[src/rtl/pll_rst_seq.sv]
// PLL reset sequencer: pulses PLL RESET, qualifies LOCK, then releases sys_rst; retries on timeout.
// Define PLL_RST_SEQ_LOSS_CNT_EN to build the saturating lock-loss counter (otherwise it reads 0).
module pll_rst_seq #(
  parameter int unsigned PLL_RST_CYCLES = 16,
  parameter int unsigned LOCK_TIMEOUT   = 65536,
  parameter int unsigned STABLE_CYCLES  = 1024,
  parameter int unsigned MAX_RETRY      = 7
) (
  input  logic       clk,
  input  logic       rst,
  input  logic       pll_lock_async,
  input  logic       relock_req,
  output logic       pll_reset,
  output logic       sys_rst,
  output logic       ready,
  output logic       fail,
  output logic [7:0] retry_cnt,
  output logic [7:0] lock_loss_cnt
);

  typedef enum logic [2:0] {
    ST_PLLRST   = 3'd0,
    ST_WAITLOCK = 3'd1,
    ST_STABLE   = 3'd2,
    ST_RUN      = 3'd3,
    ST_FAIL     = 3'd4
  } state_t;

  localparam logic [19:0] RST_LAST  = 20'(PLL_RST_CYCLES - 1);
  localparam logic [19:0] TMO_LAST  = 20'(LOCK_TIMEOUT - 1);
  localparam logic [19:0] STB_LAST  = 20'(STABLE_CYCLES - 1);
  localparam logic [7:0]  RETRY_MAX = 8'(MAX_RETRY);

  state_t      state_q, state_d;
  logic [19:0] cnt_q, cnt_d;
  logic [7:0]  retry_q, retry_d;
  logic [7:0]  retry_inc;
  logic        lock_meta_q, lock_s_q;
  logic        pll_reset_q, sys_rst_q, ready_q, fail_q;

  assign retry_inc = retry_q + 8'd1;

  always_comb begin
    state_d = state_q;
    retry_d = retry_q;
    case (state_q)
      ST_PLLRST: begin
        if (cnt_q == RST_LAST) state_d = ST_WAITLOCK;
      end
      ST_WAITLOCK: begin
        if (relock_req) begin
          state_d = ST_PLLRST;
          retry_d = 8'd0;
        end else if (lock_s_q) begin
          state_d = ST_STABLE;
        end else if (cnt_q == TMO_LAST) begin
          retry_d = retry_inc;
          state_d = (retry_inc == RETRY_MAX) ? ST_FAIL : ST_PLLRST;
        end
      end
      ST_STABLE: begin
        // A lock glitch only restarts qualification; it is neither a retry nor a loss.
        if (relock_req) begin
          state_d = ST_PLLRST;
          retry_d = 8'd0;
        end else if (!lock_s_q) begin
          state_d = ST_WAITLOCK;
        end else if (cnt_q == STB_LAST) begin
          state_d = ST_RUN;
          retry_d = 8'd0;
        end
      end
      ST_RUN: begin
        if (!lock_s_q || relock_req) state_d = ST_PLLRST;
      end
      ST_FAIL: begin
        if (relock_req) begin
          state_d = ST_PLLRST;
          retry_d = 8'd0;
        end
      end
      default: state_d = ST_PLLRST;
    endcase
    cnt_d = (state_d != state_q) ? 20'd0 : cnt_q + 20'd1;
  end

  // Outputs decode the next state so they switch on the same edge as the state register.
  always_ff @(posedge clk or posedge rst) begin
    if (rst) begin
      state_q     <= ST_PLLRST;
      cnt_q       <= 20'd0;
      retry_q     <= 8'd0;
      lock_meta_q <= 1'b0;
      lock_s_q    <= 1'b0;
      pll_reset_q <= 1'b1;
      sys_rst_q   <= 1'b1;
      ready_q     <= 1'b0;
      fail_q      <= 1'b0;
    end else begin
      state_q     <= state_d;
      cnt_q       <= cnt_d;
      retry_q     <= retry_d;
      lock_meta_q <= pll_lock_async;
      lock_s_q    <= lock_meta_q;
      pll_reset_q <= (state_d == ST_PLLRST);
      sys_rst_q   <= (state_d != ST_RUN);
      ready_q     <= (state_d == ST_RUN);
      fail_q      <= (state_d == ST_FAIL);
    end
  end

`ifdef PLL_RST_SEQ_LOSS_CNT_EN
  logic [7:0] loss_q, loss_d;
  logic       loss_hit;

  assign loss_hit = (state_q == ST_RUN) && !lock_s_q;

  always_comb begin
    loss_d = loss_q;
    if (loss_hit && (loss_q != 8'hFF)) loss_d = loss_q + 8'd1;
  end

  always_ff @(posedge clk or posedge rst) begin
    if (rst) loss_q <= 8'd0;
    else     loss_q <= loss_d;
  end

  assign lock_loss_cnt = loss_q;
`else
  assign lock_loss_cnt = 8'd0;
`endif

  assign pll_reset = pll_reset_q;
  assign sys_rst   = sys_rst_q;
  assign ready     = ready_q;
  assign fail      = fail_q;
  assign retry_cnt = retry_q;

endmodule

[config.mk]
export PLATFORM = sky130hd
export DESIGN_NAME = pll_rst_seq
export DESIGN_NICKNAME = d
export VERILOG_FILES = /design/src/rtl/pll_rst_seq.sv
export SDC_FILE = /design/constraint.sdc
export NUM_CORES = 1
export LEC_CHECK = 0
export BUFFER_PORTS_ARGS = -buffer_cell sky130_fd_sc_hd__clkbuf_2
export CAP_MARGIN = 20
export CORE_ASPECT_RATIO = 0.5
export CORE_MARGIN = 2
export CORE_UTILIZATION = 40
export CTS_BUF_LIST = sky130_fd_sc_hd__clkbuf_4 sky130_fd_sc_hd__clkbuf_8
export DETAILED_ROUTE_END_ITERATION = 10
export SYNTH_ARGS = -nofsm -noshare
export SYNTH_HDL_FRONTEND = slang
export SYNTH_SLANG_ARGS = --single-unit
[constraint.sdc]
create_clock -name clk -period 4.2 [get_ports clk]
set_input_delay 0.84 -clock clk [delete_from_list [all_inputs] [get_ports clk]]
set_output_delay 0.84 -clock clk [all_outputs]
set_load 0.01 [all_outputs]
==> results.cfg, run 1 <==
[hold_path]
hold_class = flip-flop to flip-flop

[timing]
final.min_clock_period_ns = 2.454
whs_ns = 0.3639
timing.slew.headroom_pct = 45.03
timing.final.max_slew_violations = 0
period_share_pct = 58.44
setup_viol = 0
setup_tns_ns = 0
rsz0062_at_grt = no
worst_pin_slew_ns = 0.8246
max_freq_mhz = 407.4
hold_viol_final = 0
fin_skew_ns = 0.01359

[pwr]
cellPowerDensity_nw_per_um2 = 341.4
p_sw_mw = 0.2414
peakVddDrop_mv = 0.1826
pwr-share-seq_pct = 50.6
p_clk_share_pct = 32.8
p_sw_share_pct = 29.03
total_power_mw = 0.8314
p_leak_nw = 1.051
internal_power_mw = 0.5900
p_comb_share_pct = 16.6

[cts]
clk_pin_slew_ns = 0.08
worstSkewPairLatency_ns = 0.29
post_cts_buffers = 0
htreeDepth = 2
clock-sinks = 37
cts_buffers = 5
cts_tree = built
cts_root_buf = clkbuf_8
cts_hold_buf = 0
ctsResizeCount = 0
cts_buffer_depth = 2

[setup_path]
cp.required_ns = 4.32
cp_cell_sequence = ha_1 -> nand3_1 -> nor3_4 -> a21o_1 -> a21o_1 -> a211oi_1
worst-path-max-fanout = 20
cp-end-kind = flip-flop
critPathSlowestCell = a21o_1
cp_num_buf_inv = 0
start_kind = flip-flop
max_stage_delay_ns = 0.67
ff2ff_setup_slack_ns = 1.75
crit_family = compound AO/OA/AOI/OAI gates
crit_type = flip-flop to flip-flop
path_common_cell = a21o_1
arrival_ns = 2.57

[yosys]
syn_inst = 222
syn_avg_cell_area_um2 = 10.21
synth_seq_cells = 37
syn_area_um2 = 2267
yosysSeqAreaShare_pct = 40.95
yosysWarnings = 0
synth_edf_count = 0
async_flop_share_pct = 100.0
ys_types = 49
ys.flop_type = dfrtp_1

[floorplanning]
initial_core_util_pct = 41.46
row_count = 19
die_w_um = 110.5
core_area_um2 = 5468
dieArea_um2 = 6323
die_y_um = 57.24
design.portCount = 24

[grt]
grt_overflow = 0
grt_max_degree = 38
antenna_found_initial = 0
grt_pass1_vias = 1621
grt_pass1_wl_mm = 7.721
track_usage_pct = 15.29

[route]
routedWlPerCell_um = 14.73
wl_mm = 4.565
drtIter0Drc = 158
avgViaCountPerCell = 5.497
ant_nets = 0
remaining_drc_errors = 0
num_vias = 1704
first_pass_iters = 4

[finish]
area_growth_pct = 7.395
drive_above_1_share_pct = 20.25
fill_cells = 516
nets = 243
diodes = 0

[placed_design]
gp_congestion = 0.7902
portBuffers = 15
dp_hpwl_mm = 3.064

[run_status]
status = finished, final reports clean

[run]
cap_violations = 0
[cells in the mapped netlist (2+ instances only)]
master / instances / area, um2
a21oi_1: 2 / 10.01
a211oi_2: 9 / 112.6
a21o_2: 2 / 17.52
nor3_1: 9 / 45.04
and4_1: 3 / 26.28
buf_4: 9 / 67.56
xor2_1: 14 / 122.6
a211o_1: 4 / 35.03
inv_1: 8 / 30.03
buf_6: 6 / 67.56
nand3_1: 13 / 65.06
nor2b_1: 2 / 12.51
nand2b_1: 2 / 12.51
nor3b_1: 6 / 45.04
nor4_4: 2 / 42.54
o211ai_1: 3 / 22.52
o21ai_0: 3 / 15.01
dfstp_2: 2 / 52.55
a211oi_1: 11 / 82.58
nor4_1: 4 / 25.02
ha_1: 3 / 37.54
a31oi_1: 2 / 12.51
nand2_1: 10 / 37.54
nor2_1: 15 / 56.30
mux2_4: 2 / 30.03
and3_1: 2 / 12.51
dfrtp_1: 35 / 875.8
xnor2_1: 8 / 70.07
buf_2: 3 / 15.01
nand4_1: 8 / 50.05
a21o_1: 2 / 15.01
[routing by layer]
metal  vias to the layer above  part of all wire [%]  track usage, %
met5                         -                     0               0
met4                         0                   1.6           5.893
met3                         8                   4.1           3.719
met2                        42                    44           23.75
met1                       823                    51           21.07
li1                        831                     -               -
[state kept, by name, summed over array words and instances, names as in the netlist]
| signal | cells |
|---|---|
| cnt_q | 20 |
| pll_reset | 1 |
| lock_meta_q | 1 |
| sys_rst | 1 |
| state_q | 3 |
| fail | 1 |
| retry_cnt | 8 |
| lock_s_q | 1 |
| ready | 1 |
[kinds of logic after synthesis]
family	Yosys count	share of synthesized area, %
adders and majority gates	3	1.656
muxes	2	1.325
buffers and inverters	26	7.946
DFF	37	40.95
xor gates and xnor gates	22	8.499
other	1	0.1654
AOI/OAI and AO/OA	46	17.05
and+or+nand+nor	85	22.41
[per-stage QoR]
stage / cell area [um2] / util (%) / instances / worst slack (ns)
floorplan: 2293 / - / 229 / 2.128
global placement: 2337 / 42.75 / 302 / 1.779
detailed placement: 2337 / 42.75 / 302 / 1.732
CTS: 2435 / 44.53 / 310 / 1.763
global route: 2435 / 44.53 / 310 / 1.603
finish: 2435 / 44.53 / 310 / 1.746
[cells in the final DEF (no fill, tap or decap), types with 3 or more instances in the layout]
cell type,n
nor3_1,9
buf_4,3
nor4_1,4
ha_1,3
nand3_1,13
dfrtp_1,35
inv_1,8
a211oi_2,9
a211oi_1,11
nand4_1,8
xnor2_1,8
conb_1,8
o21ai_0,3
o211ai_1,3
clkbuf_8,6
clkbuf_2,15
a211o_1,4
nand2_1,10
and4_1,3
xor2_1,14
nor3b_1,6
nor2_1,15
[final cells by class]
class / instances / area (um2) / area share [%]
Timing Repair Buffer: 18 / 97.59 / 4.008
Inverter: 8 / 30.03 / 1.233
Tap cell: 73 / 91.34 / 3.751
Sequential cell: 37 / 928.4 / 38.13
Multi-Input combinational cell: 166 / 1190 / 48.87
Clock buffer: 8 / 97.59 / 4.008
[path summary, 6_finish.rpt]
kind | start | end | cells past startpoint
worst max-delay path | cnt_q[0]$_DFF_PP0_ | cnt_q[15]$_DFF_PP0_ | 6
worst min-delay path | lock_meta_q$_DFF_PP0_ | lock_s_q$_DFF_PP0_ | 0
worst max register to register | cnt_q[0]$_DFF_PP0_ | cnt_q[15]$_DFF_PP0_ | 6
worst min register to register | lock_meta_q$_DFF_PP0_ | lock_s_q$_DFF_PP0_ | 0
max in group asynchronous | rst | pll_reset$_DFF_PP1_ | 3
min in group asynchronous | rst | retry_cnt[0]$_DFFE_PP0P_ | 3
[power groups by stage]
stage	registers [mW]	clock network, mW	logic, mW
after floorplan	0.418	0	0.125
after global placement	0.425	0	0.137
after detailed placement	0.428	0	0.139
after CTS	0.420	0.281	0.140
after global routing	0.425	0.299	0.155
final	0.420	0.273	0.138
[worst reg2reg max path: stages (launching register included)]
cell and delay [ns]:
dfrtp_1 0.40, ha_1 0.21, nand3_1 0.19, nor3_4 0.40, a21o_1 0.21, a21o_1 0.67
a211oi_1 0.19
No activity file was read; power rests on OpenSTA's default activity.
==> run 2: changes to the inputs <==
Clock period 4.2 ns to 2 ns, I/O delays scaled along.
==> results.cfg, run 2 (synthesis results as in run 1) <==
[cts]
worstSkewPairLatency_ns = 0.30
cts_buffers = 5
cts_buffer_depth = 2
htreeDepth = 2
cts_root_buf = clkbuf_8
cts_hold_buf = 0
cts_tree = built
clock-sinks = 37
clk_pin_slew_ns = 0.08

[placed_design]
dp_hpwl_mm = 3.417
portBuffers = 15
gp_congestion = 0.7859
dpl-instance-area_um2 = 2671

[timing]
rsz0062_at_grt = yes
final.min_clock_period_ns = 2.107
worst_slack_ns = -0.1068
setup_viol = 28
period_share_pct = 105.3
timing.final.max_slew_violations = 0
fin_skew_ns = 0.004596
setup_tns_ns = -2.160
hold_viol_final = 0
max_freq_mhz = 474.6
whs_ns = 0.1735

[floorplanning]
row_count = 19
initial_core_util_pct = 41.46
design.portCount = 24
core_area_um2 = 5468
dieArea_um2 = 6323
die_w_um = 110.5
die_y_um = 57.24

[finish]
layout_commonest_cell = buf_4
drive_above_1_share_pct = 46.26
mostFrequentLayoutCells = 48 x buf_4, 34 x dfrtp_1, 20 x a211oi_2
multi_input_area_um2 = 1384
area_growth_pct = 41.78
postLayoutCellArea_um2 = 3214
max_flop_register = cnt_q
ff_latch_area_um2 = 929.6
largest_reg_flops = 20
nets = 300
diodes = 0
fill_cells = 434

[grt]
grt_max_degree = 38
grt_pass1_wl_mm = 8.252
track_usage_pct = 16.62
antenna_found_initial = 0
grt_overflow = 0
grt_pass1_vias = 1776

[setup_path]
r2r-start = cnt_q[17]$_DFF_PP0_
rr_worst_depth = 5
start_kind = flip-flop
cp-end-kind = flip-flop
r2r-end = retry_cnt[3]$_DFFE_PP0P_
endpoint = retry_cnt[3]$_DFFE_PP0P_
ff2ff_setup_slack_ns = -0.11
worst-path-max-fanout = 8
critPathLaunch = cnt_q[17]$_DFF_PP0_
crit_type = flip-flop to flip-flop
cp.required_ns = 2.19
arrival_ns = 2.30

[pwr]
p_leak_nw = 1.406
p_sw_mw = 0.6070
p_comb_share_pct = 24.2
p_sw_share_pct = 27.90
total_power_mw = 2.176
internal_power_mw = 1.569
pwr-share-seq_pct = 39.4
cellPowerDensity_nw_per_um2 = 677.0
p_clk_share_pct = 36.4
peakVddDrop_mv = 0.3295

[run_status]
status = finished with violations
violations = setup timing

[route]
num_vias = 1958
remaining_drc_errors = 0
ant_nets = 0
wl_mm = 6.033
first_pass_iters = 4
routedWlPerCell_um = 16.44
avgViaCountPerCell = 5.335
drtIter0Drc = 144

[run]
cap_violations = 0

[hold_path]
hold_class = primary input to async pin
run 2: cell count changes in the layout (fill, tap and decap cells not counted), sizes merged:
| cell | before | now |
|---|---|---|
| buf | 3 | 56 |
| bufinv | 0 | 2 |
| clkbuf | 23 | 24 |
| clkinv | 0 | 1 |
run 2: area by class of cell:
| cell class | count | area share, % |
|---|---|---|
| clock buffer | 5 | 2.141 |
| clock inverter | 3 | 2.024 |
| inverter | 8 | 1.012 |
| multi-input combinational | 166 | 43.05 |
| sequential | 37 | 28.92 |
| tap | 73 | 2.842 |
| timing repair buffer | 75 | 20.01 |
run 2: critical path: stages, from the launching register on:
cell     delay [ns]
dfrtp_1        0.40
or4_4          0.62
nor4_4         0.24
nand3_1        0.14
a22o_4         0.29
mux2_4         0.30
run 2: worst min-delay path by stage:
stage | to | start | slack (ns)
final | cnt_q[14]$_DFF_PP0_ | rst | 0.17
after global routing | lock_meta_q$_DFF_PP0_ | pll_lock_async | 0.19
after CTS | cnt_q[14]$_DFF_PP0_ | rst | 0.19
after detailed placement | lock_s_q$_DFF_PP0_ | lock_meta_q$_DFF_PP0_ | 0.34
after global placement | lock_s_q$_DFF_PP0_ | lock_meta_q$_DFF_PP0_ | 0.33
after floorplan | lock_s_q$_DFF_PP0_ | lock_meta_q$_DFF_PP0_ | 0.33
run 2: power by group through the flow:
stage | sequential [mW] | clock, mW | combinational (mW)
after floorplan | 0.879 | 0 | 0.264
after global placement | 0.863 | 0 | 0.397
after detailed placement | 0.868 | 0 | 0.416
after CTS | 0.854 | 0.795 | 0.423
after global routing | 0.863 | 0.835 | 0.565
final | 0.857 | 0.792 | 0.526
run 2: what timing repair did:
item                       CTS  global route
pin swaps                    8            22
buffers inserted             0            10
setup endpoints to repair   28            30
gates cloned                 0             8
gates resized for setup      5            43
run 2: per-layer routing:
layer | routed length, um | up-vias | global-route usage (%)
met3 | 239 | 7 | 3.932
li1 | - | 943 | -
met4 | 80 | 0 | 6.964
met5 | 0 | - | 0
met2 | 2883 | 46 | 28.22
met1 | 2829 | 962 | 20.90
run 2: per-stage QoR:
step                setup slack [ns]  std cells  util [%]
floorplan                  -0.001652        229         -
global placement            -0.05421        341     48.86
detailed placement          -0.09735        341     48.86
CTS                         -0.07689        349     51.72
global route                 -0.1753        367     58.79
finish                       -0.1068        367     58.79
